**config.mk**
```make
export PLATFORM = sky130hd
export DESIGN_NAME = cdb_arbiter_flat
export DESIGN_NICKNAME = d
export VERILOG_FILES = /design/src/rtl/cdb_arbiter_if.sv /design/src/rtl/cdb_arbiter.sv /design/src/flat_wrapper.sv
export SDC_FILE = /design/constraint.sdc
export NUM_CORES = 1
export LEC_CHECK = 0
export ABC_AREA = 1
export BUFFER_PORTS_ARGS = -buffer_cell sky130_fd_sc_hd__clkbuf_2
export CAP_MARGIN = 10
export CORE_MARGIN = 8
export CORE_UTILIZATION = 53
export DETAILED_ROUTE_END_ITERATION = 16
export HOLD_SLACK_MARGIN = 0.15
export PLACE_DENSITY = 0.8
export SYNTH_ARGS = -nofsm -noshare
export SYNTH_HDL_FRONTEND = slang
export SYNTH_SLANG_ARGS = --single-unit
```
**constraint.sdc**
```tcl
create_clock -name clk_i -period 3.26 [get_ports clk_i]
set_clock_uncertainty 0.1 [all_clocks]
set_input_delay 0.978 -clock clk_i [delete_from_list [all_inputs] [get_ports clk_i]]
set_output_delay 0.978 -clock clk_i [all_outputs]
set_load 0.02 [all_outputs]
```
**src/rtl/cdb_arbiter_if.sv**
```systemverilog
// FU result handshake and registered CDB broadcast bundle for cdb_arbiter.
// The master side is the FUs and the broadcast consumers. The slave side is the arbiter.
interface cdb_arbiter_if #(
    parameter int NUM_FU = 4,
    parameter int TAG_W  = 6,
    parameter int DATA_W = 32
);
    localparam int FU_W = (NUM_FU > 1) ? $clog2(NUM_FU) : 1;

    logic [NUM_FU-1:0]        fu_valid_i;
    logic [NUM_FU-1:0]        fu_ready_o;
    logic [NUM_FU*TAG_W-1:0]  fu_tag_i;
    logic [NUM_FU*DATA_W-1:0] fu_data_i;
    logic                     cdb_en_o;
    logic [TAG_W-1:0]         cdb_reg_addr_o;
    logic [DATA_W-1:0]        cdb_data_o;
    logic [FU_W-1:0]          cdb_fu_o;

    modport master (
        output fu_valid_i, fu_tag_i, fu_data_i,
        input  fu_ready_o, cdb_en_o, cdb_reg_addr_o, cdb_data_o, cdb_fu_o
    );

    modport slave (
        input  fu_valid_i, fu_tag_i, fu_data_i,
        output fu_ready_o, cdb_en_o, cdb_reg_addr_o, cdb_data_o, cdb_fu_o
    );
endinterface

```
**src/rtl/cdb_arbiter.sv**
```systemverilog
// CDB arbiter: buffers FU results in per-FU FIFOs and broadcasts one result per cycle from a registered output.
// Define CDB_ARB_FIXED_PRIO_EN for fixed lowest-index priority. The default build uses round-robin arbitration.
module cdb_arbiter #(
    parameter int NUM_FU     = 4,
    parameter int TAG_W      = 6,
    parameter int DATA_W     = 32,
    parameter int FIFO_DEPTH = 2
) (
    input  logic         clk_i,
    input  logic         reset_i,
    input  logic         flush_i,
    cdb_arbiter_if.slave bus
);
    localparam int PTR_W = $clog2(FIFO_DEPTH);
    localparam int CNT_W = PTR_W + 1;
    localparam int FU_W  = (NUM_FU > 1) ? $clog2(NUM_FU) : 1;

    typedef struct packed {
        logic [TAG_W-1:0]  tag;
        logic [DATA_W-1:0] data;
    } entry_t;

    entry_t           fifo_mem [NUM_FU][FIFO_DEPTH];
    logic [PTR_W-1:0] rd_ptr_q [NUM_FU];
    logic [PTR_W-1:0] rd_ptr_d [NUM_FU];
    logic [PTR_W-1:0] wr_ptr_q [NUM_FU];
    logic [PTR_W-1:0] wr_ptr_d [NUM_FU];
    logic [CNT_W-1:0] count_q  [NUM_FU];
    logic [CNT_W-1:0] count_d  [NUM_FU];

    logic              cdb_en_q,   cdb_en_d;
    logic [TAG_W-1:0]  cdb_tag_q,  cdb_tag_d;
    logic [DATA_W-1:0] cdb_data_q, cdb_data_d;
    logic [FU_W-1:0]   cdb_fu_q,   cdb_fu_d;
`ifndef CDB_ARB_FIXED_PRIO_EN
    logic [FU_W-1:0]   rr_ptr_q,   rr_ptr_d;
`endif

    logic [NUM_FU-1:0] fu_ready;
    logic [NUM_FU-1:0] req;
    logic [NUM_FU-1:0] push;
    logic [NUM_FU-1:0] pop;
    logic              grant_vld;
    logic [FU_W-1:0]   grant_idx;
    entry_t            grant_entry;

    // Ready is derived from the registered count alone, so a full FIFO stays not-ready even while it is being popped.
    always_comb begin
        for (int i = 0; i < NUM_FU; i++) begin
            fu_ready[i] = count_q[i] < CNT_W'(FIFO_DEPTH);
            req[i]      = count_q[i] != '0;
        end
    end

`ifdef CDB_ARB_FIXED_PRIO_EN
    always_comb begin
        // NOTE: every signal driven here gets a default before any branch, so no path leaves it unassigned and no latch is inferred.
        grant_vld = 1'b0;
        grant_idx = '0;
        for (int i = NUM_FU - 1; i >= 0; i--) begin
            if (req[i]) begin
                grant_vld = 1'b1;
                grant_idx = FU_W'(i);
            end
        end
    end
`else
    logic [FU_W-1:0] scan_idx;

    // Scan from the farthest candidate to the nearest one, so the first requester at or after rr_ptr wins.
    always_comb begin
        // NOTE: every signal driven here gets a default before any branch, so no path leaves it unassigned and no latch is inferred.
        grant_vld = 1'b0;
        grant_idx = '0;
        scan_idx  = '0;
        for (int k = NUM_FU - 1; k >= 0; k--) begin
            scan_idx = FU_W'((int'(rr_ptr_q) + k) % NUM_FU);
            if (req[scan_idx]) begin
                grant_vld = 1'b1;
                grant_idx = scan_idx;
            end
        end
    end
`endif

    assign grant_entry = fifo_mem[grant_idx][rd_ptr_q[grant_idx]];

    always_comb begin
        for (int i = 0; i < NUM_FU; i++) begin
            push[i]     = bus.fu_valid_i[i] && fu_ready[i] && !flush_i;
            pop[i]      = grant_vld && (grant_idx == FU_W'(i)) && !flush_i;
            rd_ptr_d[i] = pop[i]  ? rd_ptr_q[i] + PTR_W'(1) : rd_ptr_q[i];
            wr_ptr_d[i] = push[i] ? wr_ptr_q[i] + PTR_W'(1) : wr_ptr_q[i];
            case ({push[i], pop[i]})
                2'b10:   count_d[i] = count_q[i] + CNT_W'(1);
                2'b01:   count_d[i] = count_q[i] - CNT_W'(1);
                default: count_d[i] = count_q[i];
            endcase
            if (flush_i) begin
                rd_ptr_d[i] = '0;
                wr_ptr_d[i] = '0;
                count_d[i]  = '0;
            end
        end

        // Tag and data hold their last value when idle. Only cdb_en is qualified.
        cdb_en_d   = 1'b0;
        cdb_tag_d  = cdb_tag_q;
        cdb_data_d = cdb_data_q;
        cdb_fu_d   = cdb_fu_q;
`ifndef CDB_ARB_FIXED_PRIO_EN
        rr_ptr_d   = rr_ptr_q;
`endif
        if (grant_vld && !flush_i) begin
            // A tag-0 result maps to x0: it is popped but never broadcast.
            cdb_en_d   = grant_entry.tag != '0;
            cdb_tag_d  = grant_entry.tag;
            cdb_data_d = grant_entry.data;
            cdb_fu_d   = grant_idx;
`ifndef CDB_ARB_FIXED_PRIO_EN
            rr_ptr_d   = FU_W'((int'(grant_idx) + 1) % NUM_FU);
`endif
        end
    end

    always_ff @(posedge clk_i or posedge reset_i) begin
        if (reset_i) begin
            for (int i = 0; i < NUM_FU; i++) begin
                rd_ptr_q[i] <= '0;
                wr_ptr_q[i] <= '0;
                count_q[i]  <= '0;
            end
            cdb_en_q   <= 1'b0;
            cdb_tag_q  <= '0;
            cdb_data_q <= '0;
            cdb_fu_q   <= '0;
`ifndef CDB_ARB_FIXED_PRIO_EN
            rr_ptr_q   <= '0;
`endif
        end else begin
            // NOTE: state updates use non-blocking assignments, so every flop samples pre-edge values regardless of statement order.
            for (int i = 0; i < NUM_FU; i++) begin
                rd_ptr_q[i] <= rd_ptr_d[i];
                wr_ptr_q[i] <= wr_ptr_d[i];
                count_q[i]  <= count_d[i];
            end
            cdb_en_q   <= cdb_en_d;
            cdb_tag_q  <= cdb_tag_d;
            cdb_data_q <= cdb_data_d;
            cdb_fu_q   <= cdb_fu_d;
`ifndef CDB_ARB_FIXED_PRIO_EN
            rr_ptr_q   <= rr_ptr_d;
`endif
        end
    end

    // NOTE: the result storage has no reset. Only entries counted by count_q are ever read, so clearing pointers and counts is enough.
    always_ff @(posedge clk_i) begin
        for (int i = 0; i < NUM_FU; i++) begin
            if (push[i]) begin
                fifo_mem[i][wr_ptr_q[i]] <= {bus.fu_tag_i[i*TAG_W +: TAG_W], bus.fu_data_i[i*DATA_W +: DATA_W]};
            end
        end
    end

    assign bus.fu_ready_o     = fu_ready;
    assign bus.cdb_en_o       = cdb_en_q;
    assign bus.cdb_reg_addr_o = cdb_tag_q;
    assign bus.cdb_data_o     = cdb_data_q;
    assign bus.cdb_fu_o       = cdb_fu_q;
endmodule

```
**src/flat_wrapper.sv**
```systemverilog
// flat-port wrapper written by rule: the top's interface ports become plain ports
module cdb_arbiter_flat 
#(
    parameter int NUM_FU     = 4,
    parameter int TAG_W      = 6,
    parameter int DATA_W     = 32,
    parameter int FIFO_DEPTH = 2
)
  (clk_i, reset_i, flush_i, bus_fu_valid_i, bus_fu_tag_i, bus_fu_data_i, bus_fu_ready_o, bus_cdb_en_o, bus_cdb_reg_addr_o, bus_cdb_data_o, bus_cdb_fu_o);
  cdb_arbiter_if #(.NUM_FU(NUM_FU), .TAG_W(TAG_W), .DATA_W(DATA_W)) bus_i ();
  input  logic clk_i;
  input  logic reset_i;
  input  logic flush_i;
  input wire logic [$bits(bus_i.fu_valid_i)-1:0] bus_fu_valid_i;
  input wire logic [$bits(bus_i.fu_tag_i)-1:0] bus_fu_tag_i;
  input wire logic [$bits(bus_i.fu_data_i)-1:0] bus_fu_data_i;
  output wire logic [$bits(bus_i.fu_ready_o)-1:0] bus_fu_ready_o;
  output wire logic [$bits(bus_i.cdb_en_o)-1:0] bus_cdb_en_o;
  output wire logic [$bits(bus_i.cdb_reg_addr_o)-1:0] bus_cdb_reg_addr_o;
  output wire logic [$bits(bus_i.cdb_data_o)-1:0] bus_cdb_data_o;
  output wire logic [$bits(bus_i.cdb_fu_o)-1:0] bus_cdb_fu_o;
  assign bus_i.fu_valid_i = bus_fu_valid_i;
  assign bus_i.fu_tag_i = bus_fu_tag_i;
  assign bus_i.fu_data_i = bus_fu_data_i;
  assign bus_fu_ready_o = bus_i.fu_ready_o;
  assign bus_cdb_en_o = bus_i.cdb_en_o;
  assign bus_cdb_reg_addr_o = bus_i.cdb_reg_addr_o;
  assign bus_cdb_data_o = bus_i.cdb_data_o;
  assign bus_cdb_fu_o = bus_i.cdb_fu_o;
  cdb_arbiter #(.NUM_FU(NUM_FU), .TAG_W(TAG_W), .DATA_W(DATA_W), .FIFO_DEPTH(FIFO_DEPTH)) u_core (.clk_i(clk_i), .reset_i(reset_i), .flush_i(flush_i), .bus(bus_i));
endmodule
```
Word-level counts from Yosys, hierarchy flattened. Memory sizes are Yosys's and may differ from the RTL's. Cells that the tools add are included.

RAM bits: 304. Word-level logic and storage cells: 176. Output and inout bits: 45. Register bits: 59. Memories kept: 1. Input bits: 159.

Mux-type cells: 63. Reduce and logical (&&, ||, !) cells: 40. $add $sub $neg: 20. Equal/unequal tests: 11. Bitwise operators: 6. $lt $le $gt $ge: 18.

Memory list: u_core.fifo_mem (depth 4, width 76, read ports 1, clocked after memory_dff 0, write ports 4, line cdb_arbiter.sv:23) `entry_t fifo_mem [NUM_FU][FIFO_DEPTH];`.

Operators by type and width (count): 76-bit 2-to-1 mux (4); 38-bit 2-to-1 mux (7); 38-bit demux with 1-bit select (4); 1-bit 2-to-1 mux (31); 2-bit nonzero test (12); 1-bit logical AND (21); 2-bit 2-to-1 mux (8); 2-bit one-hot mux with 2 select lines (4); 2-bit by 1-bit adder with 2-bit output, second input constant (6); 2-bit equality test, second input constant (6); 2-bit by 3-bit < comparator with 1-bit output, second input constant (4); 3-bit nonzero test (4); 1-bit binary-select mux with 2-bit select (5); 2-bit by 1-bit equality test with 1-bit output, second input constant (5); 2-bit greater-or-equal comparator, second input constant (5); 1-bit NOT with 2-bit output (5); 1-bit adder, second input constant (8); 2-bit by 1-bit < comparator with 1-bit output, second input constant (4); 2-bit < comparator, second input constant (4); 2-bit by 1-bit subtractor with 2-bit output, second input constant (4); 6-bit nonzero test (1); 2-bit adder, second input constant (2); 3-bit greater-or-equal comparator, second input constant (1); 2-bit NOT with 3-bit output (1); 2 further kinds (2).

Longest topological paths before layout. Gate-level depths: netlist of the first run.

Depth in word-level cells: 17. Depth in mapped cells: 22. Mapped depth without buffers: 20.

Worst setup path after synthesis of the first run. Ideal clock, no wire load.

Kind: in2reg. From: in flush_i. To: mem u_core.fifo_mem[0][0] (netlist name), enable pin. Required time: 2727 ps. Path slack: -115 ps. Stages: 3. Library setup time: 433 ps. Buffers on the path: 0. Arrival: 2841 ps. Path through: clkinv_1 -> nand3_1 -> nor2_1.

RTL lines: start, declared (line flat_wrapper.sv:13) `input logic flush_i;`; end, declared (line cdb_arbiter.sv:23).

Worst setup path after layout of the first run.
From: reg u_core.count_q[0] (netlist name). To: reg u_core.cdb_data_q[0], in the netlist u_core.bus.cdb_data_o[0].

Cells in the longest elaborated chain, start to end: 15. Elaborated cells between the ends (all ways): 27. Those cells by class: 22 x mux; 2 x bitwise; 2 x reduce/logical; 1 x memory.

Ends and longest elaborated chain: start, declared (line cdb_arbiter.sv:28) `logic [CNT_W-1:0] count_q [NUM_FU];`; start signal, assigned by index (line cdb_arbiter.sv:145) `count_q[i] <= count_d[i];`; 2-bit nonzero test (*) (line cdb_arbiter.sv:51) `req[i] = count_q[i] != '0;`; 1-bit binary-select mux with 2-bit select (line cdb_arbiter.sv:78) `if (req[scan_idx]) begin`; 1-bit 2-to-1 mux (not written as such) (line cdb_arbiter.sv:78); 2-bit 2-to-1 mux (4 in series) (line cdb_arbiter.sv:78); 2-bit NOT with 3-bit output (not written as such) (line cdb_arbiter.sv:86) `assign grant_entry = fifo_mem[grant_idx][rd_ptr_q[grant_idx]];`; 1-bit binary-select mux with 2-bit select (line cdb_arbiter.sv:86); 1-bit 2-to-1 mux (not written as such) (2 in series) (line cdb_arbiter.sv:86); 1-bit NOT with 2-bit output (not written as such) (line cdb_arbiter.sv:86); 38-bit 2-to-1 mux (not written as such) (3 in series) (line cdb_arbiter.sv:86); end signal, assigned (line cdb_arbiter.sv:149) `cdb_data_q <= cdb_data_d;`; end, declared (line cdb_arbiter.sv:33) `logic [DATA_W-1:0] cdb_data_q, cdb_data_d;`.

Mark *: on every way between the ends. The rest lies on a longest branch, timed or not. The select of a mux whose other input is x is not followed. A chain may end at the register's enable or synchronous reset.

==> flow_summary.ini, run 1 <==
[outcome]
status = finished, final reports clean

[global_routing]
grt_use_total_pct = 23.1
grt_pass1_wl_mm = 58.3
grt_max_degree = 60
gr-total-overflow = 0
antenna_found_initial = 4
grt_pass1_vias = 10200

[setup_path]
crit_fanout = 34
path_class = flip-flop to flip-flop
reg2reg_depth = 14
cp-start-kind = flip-flop
crit_arrival_ns = 3.38
critical_path_required_ns = 3.62
crit_path_end_kind = flip-flop

[logic_synthesis]
synth-seq-cells = 363
synth.distinct_cells = 36
synth-edff-count = 304
synth_nets = 1288
yosysSeqAreaShare_pct = 73.5
synth_area_sq_mm = 0.0144
yosysTopAreaCellShare_pct = 63.3
synth_top_cell_by_area = edfxtp_1
synthArstFlopShare_pct = 16.3
syn_avg_cell_area_sq_um = 12.8
synthTopCellsByCount = edfxtp_1 (304), nand2_1 (263), nor2_1 (97)
yosys-top-cells-area = edfxtp_1 (63%), dfrtp_1 (10%), nand2_1 (6.8%)
ys.flop_type = edfxtp_1
synthMostInstantiatedCell = edfxtp_1
netlist_instances = 1129
ys_warn_count = 0

[route]
drt-wirelength-per-cell_microns = 22.3
wl_mm = 38.2
postRouteAntennaNets = 0
drt_iter0_drc = 1038
num_vias = 10000
drt-pass1-iter-count = 5
post-route-drc-count = 0
viasPerCell = 5.84

[timing]
finalHoldViolCount = 0
finalCritPeriodShare_pct = 92.4
fin_ws_ns = 0.246
setup_viol = 0
slew_headroom_pct = 67.8
worstMarginPinSlew_ns = 0.483
finalWorstPathRequiredPeriod_ns = 3.01
timing.setup.tns_ns = 0
max_freq_ghz = 0.332
grt_setup_unrepaired = no
drv_slew = 0

[finish]
final_nets = 1501
area_delta_synth_final_pct = 18.7
post-route-util_pct = 63.7
drive_gt1_share_pct = 23.6

[cts]
tritoncts = built
cts-root-buf = clkbuf_16
clk_path_buf_depth = 3
cts_hold_buf = 0
clock-sinks = 363
post-cts-setup-buffer-count = 0
path_clk_slew_ns = 0.06
cts_buffers = 37
h-tree-depth = 2
insertion_delay_ns = 0.52

[die]
ios = 204
die_h_microns = 181
die-area_sq_mm = 0.0328
start_util_pct = 53.7
core_sq_mm = 0.0269
die_w_microns = 181
num_rows = 60

[place]
gp_congestion = 0.824
port_buffers = 203
place_hpwl_mm = 24.2
pre_cts_ws_ns = 0.191

[min_path]
hold-path-cell-count = 2
hp-class = flip-flop to flip-flop

[run]
drv_cap = 0
routing by layer:
metal / GRT usage (%) / vias to the layer above / share of wire [%]
met1: 29.9 / 4828 / 39
li1: - / 4492 / -
met2: 38.0 / 600 / 49
met3: 5.32 / 78 / 10
met4: 7.77 / 6 / 2.3
met5: 0 / - / 0.097
logic make-up (layout without fill, tap and decap cells):
group / Yosys count / after routing / synth area share [%]
AOI/OAI and AO/OA: 180 / 180 / 8.07
xor gates and xnor gates: 9 / 9 / 0.546
other: 0 / 1 / 0
DFF: 363 / 363 / 73.5
and+or+nand+nor: 470 / 470 / 13.9
buffers and inverters: 107 / 348 / 4.00
path summary, 6_finish.rpt:
path | from | end | slack [ns]
worst max-delay path | u_core.count_q[0] | u_core.bus.cdb_data_o[0] | 0.25
worst min-delay path | u_core.bus.cdb_data_o[19] | u_core.bus.cdb_data_o[19] | 0.38
worst max register to register | u_core.count_q[0] | u_core.bus.cdb_data_o[0] | 0.25
worst min register to register | u_core.bus.cdb_data_o[19] | u_core.bus.cdb_data_o[19] | 0.38
max in group asynchronous | reset_i | u_core.rr_ptr_q[0] | 2.33
min in group asynchronous | reset_i | u_core.bus.cdb_data_o[21] | 0.42
per-stage QoR:
step                hold slack (ns)  area (sq um)  instances
floorplan                     0.345         14400       1129
global placement              0.368         15900       1644
detailed placement            0.372         15900       1644
CTS                           0.388         17100       1711
global route                  0.401         17100       1712
finish                        0.379         17100       1712
timing repair:
item / CTS / global route
hold endpoints to repair: 0 / 0
endpoints found under the setup margin: 0 / 32
resized for setup: 0 / 5
layout make-up:
| class | instances | area [sq um] |
|---|---|---|
| Fill cell | 2001 | 9750 |
| Tap cell | 341 | 427 |
| Clock buffer | 49 | 1030 |
| Clock inverter | 18 | 164 |
| Antenna cell | 1 | 2.50 |
| Multi-Input combinational cell | 659 | 3320 |
| Inverter | 45 | 179 |
| Sequential cell | 363 | 10600 |
| Timing Repair Buffer | 236 | 1400 |
critical path: stages, from the launching register on:
cell	delay (ns)
dfrtp_1	0.42
nor2_1	0.22
nand2_1	0.13
nand3_1	0.14
nand2_1	0.08
nor2_1	0.12
nor2_2	0.06
nand2_4	0.19
nand2_8	0.20
nor2_4	0.39
buf_4	0.39
a22oi_1	0.15
o211ai_1	0.13
nand3_1	0.11
nand2_1	0.08
state kept, by name (all words and copies together), names as in the netlist:
signal,flops
u_core.fifo_mem,304
u_core.bus.cdb_data_o,32
u_core.count_q,8
u_core.bus.cdb_reg_addr_o,6
u_core.rd_ptr_q,4
u_core.wr_ptr_q,4
u_core.bus.cdb_fu_o,2
u_core.rr_ptr_q,2
u_core.bus.cdb_en_o,1
layout by cell type (no fill, tap or decap), types with 10 or more instances in the layout:
cell and count:
a21oi_1 12, a22oi_1 22, buf_12 10, buf_4 21, clkbuf_16 39, clkbuf_2 203, clkinv_1 10, dfrtp_1 58
edfxtp_1 304, inv_1 36, nand2_1 261, nand3_1 79, nand4_1 10, nor2_1 89, nor2_4 13, o2111ai_1 32
o211ai_1 24, o21ai_0 52, o21ai_1 28
Power of run 1 is not shown: default switching activity piles up to over one toggle a cycle in this logic, so the estimate is an artifact.
==> run 2, diff against run 1 <==
--- a/config.mk
+++ b/config.mk
@@ -11,6 +11,7 @@
 export CORE_MARGIN = 8
 export CORE_UTILIZATION = 53
 export DETAILED_ROUTE_END_ITERATION = 16
+export GPL_TIMING_DRIVEN = 0
 export HOLD_SLACK_MARGIN = 0.15
 export PLACE_DENSITY = 0.8
 export SYNTH_ARGS = -nofsm -noshare
==> flow_summary.ini, run 2 (same netlist as run 1, synthesis figures left out) <==
[outcome]
status = finished, final reports clean

[finish]
n_fill_cell = 2003
final_common_cell = edfxtp_1
final_cell_mix = edfxtp_1 (304), nand2_1 (263), clkbuf_2 (203), nor2_1 (89), nand3_1 (79)
post-route-util_pct = 64.4
postLayoutCellArea_sq_mm = 0.0173
largest_reg_flops = 304
area_delta_synth_final_pct = 20.0
final_nets = 1539
drive_gt1_share_pct = 24.6

[global_routing]
grt_pass1_vias = 10900
grt_pass1_wl_mm = 63.9
gr-total-overflow = 0
antenna_found_initial = 4
grt_max_degree = 60
grt_use_total_pct = 25.9

[die]
die_h_microns = 181
die_w_microns = 181
num_rows = 60
core_sq_mm = 0.0269
start_util_pct = 53.7
ios = 204
die-area_sq_mm = 0.0328

[setup_path]
critical-path-slowest-cell = clkbuf_1
worstReg2RegEnd = u_core.bus.cdb_data_o[2]
worst-r2r-setup-slack_ns = 0.19
cp_common_cell = nand3_1
reg2reg_depth = 14
crit_path_end_kind = flip-flop
slowest_delay_ns = 0.69
worstPathCellList = nor2_1 > nand2_1 > nand3_1 > nand3_1 > nand3_1 > nand3_1 > nand2_2 > buf_6 > buf_6 > clkbuf_1 > o21ai_0 > o211ai_1 > nand3_1 > nand2_1
crit_arrival_ns = 3.43
critPathLaunch = u_core.count_q[5]
cp-start-kind = flip-flop
path_class = flip-flop to flip-flop
crit_fanout = 10
critical_path_required_ns = 3.62
crit_path_end = u_core.bus.cdb_data_o[2]
r2r-start = u_core.count_q[5]

[timing]
finalWorstPathRequiredPeriod_ns = 3.07
timing.setup.tns_ns = 0
drv_slew = 0
max_freq_ghz = 0.325
finalCritPeriodShare_pct = 94.3
finalHoldViolCount = 0
setup_viol = 0
worstMarginPinSlew_ns = 0.942
grt_setup_unrepaired = no
slew_headroom_pct = 37.2

[route]
wl_met2_mm = 21.0
drt-pass1-iter-count = 9
met3_length_mm = 4.64
drt-wirelength-per-cell_microns = 25.0
wl_mm = 43.7
drt_iter0_drc = 1388
wirelength_met1_mm = 16.5
num_vias = 10600
postRouteAntennaNets = 0
highest_layer = met5
viasPerCell = 6.03
post-route-drc-count = 0

[place]
port_buffers = 203
dpl_cell_area_sq_mm = 0.0161
gp_congestion = 0.868
place_hpwl_mm = 29.4

[cts]
clk_path_buf_depth = 3
path_clk_slew_ns = 0.06
h-tree-depth = 2
clock-sinks = 363
cts_buffers = 37
cts-root-buf = clkbuf_16
insertion_delay_ns = 0.52
post-cts-setup-buffer-count = 0
cts_resized = 0
cts_hold_buf = 0
tritoncts = built

[run]
drv_cap = 0

[min_path]
hp-class = flip-flop to flip-flop
## run 2: critical path: cells and delay by family (launching register included)
kind,cells,cell delay [ns]
buf+inv,3,1.05
compound gates,2,0.43
flops,1,0.41
simple gates,9,0.99
## run 2: cell type report
type | instances | area [sq um] | area share (%)
Tap cell | 341 | 427 | 2.46
Timing Repair Buffer | 212 | 1220 | 7.04
Clock buffer | 55 | 1050 | 6.09
Clock inverter | 12 | 120 | 0.694
Inverter | 45 | 176 | 1.02
Multi-Input combinational cell | 659 | 3310 | 19.1
Buffer | 62 | 403 | 2.33
Antenna cell | 2 | 5.00 | 0.0289
Sequential cell | 363 | 10600 | 61.2
## run 2: stage by stage
stage / cells / hold WS (ns) / worst slack, ns
6_report: 1751 / 0.375 / 0.187
5_1_grt: 1751 / 0.396 / 0.0110
4_1_cts: 1749 / 0.375 / 0.269
3_5_place_dp: 1682 / 0.367 / 0.109
3_3_place_gp: 1673 / 0.362 / -2.25
2_1_floorplan: 1129 / 0.345 / -0.115
## run 2: metal layers
| layer | vias to the layer above | global-route usage [%] |
|---|---|---|
| met2 | 752 | 42.4 |
| met3 | 119 | 6.04 |
| met4 | 4 | 10.7 |
| met1 | 5110 | 32.9 |
| li1 | 4574 | - |
| met5 | - | 0 |
## run 2: worst min path at each step
| stage | start | endpoint | slack (ns) | depth (start not counted) |
|---|---|---|---|---|
| 2_1_floorplan | u_core.rd_ptr_q[3] | u_core.rd_ptr_q[3] | 0.35 | 1 |
| 5_1_grt | u_core.rd_ptr_q[3] | u_core.rd_ptr_q[3] | 0.40 | 1 |
| 3_5_place_dp | u_core.bus.cdb_data_o[29] | u_core.bus.cdb_data_o[29] | 0.37 | 2 |
| 4_1_cts | u_core.rd_ptr_q[3] | u_core.rd_ptr_q[3] | 0.38 | 1 |
| 6_report | u_core.rd_ptr_q[3] | u_core.rd_ptr_q[3] | 0.38 | 1 |
| 3_3_place_gp | u_core.rd_ptr_q[3] | u_core.rd_ptr_q[3] | 0.36 | 1 |
Power of run 2 is left out for the same reason.
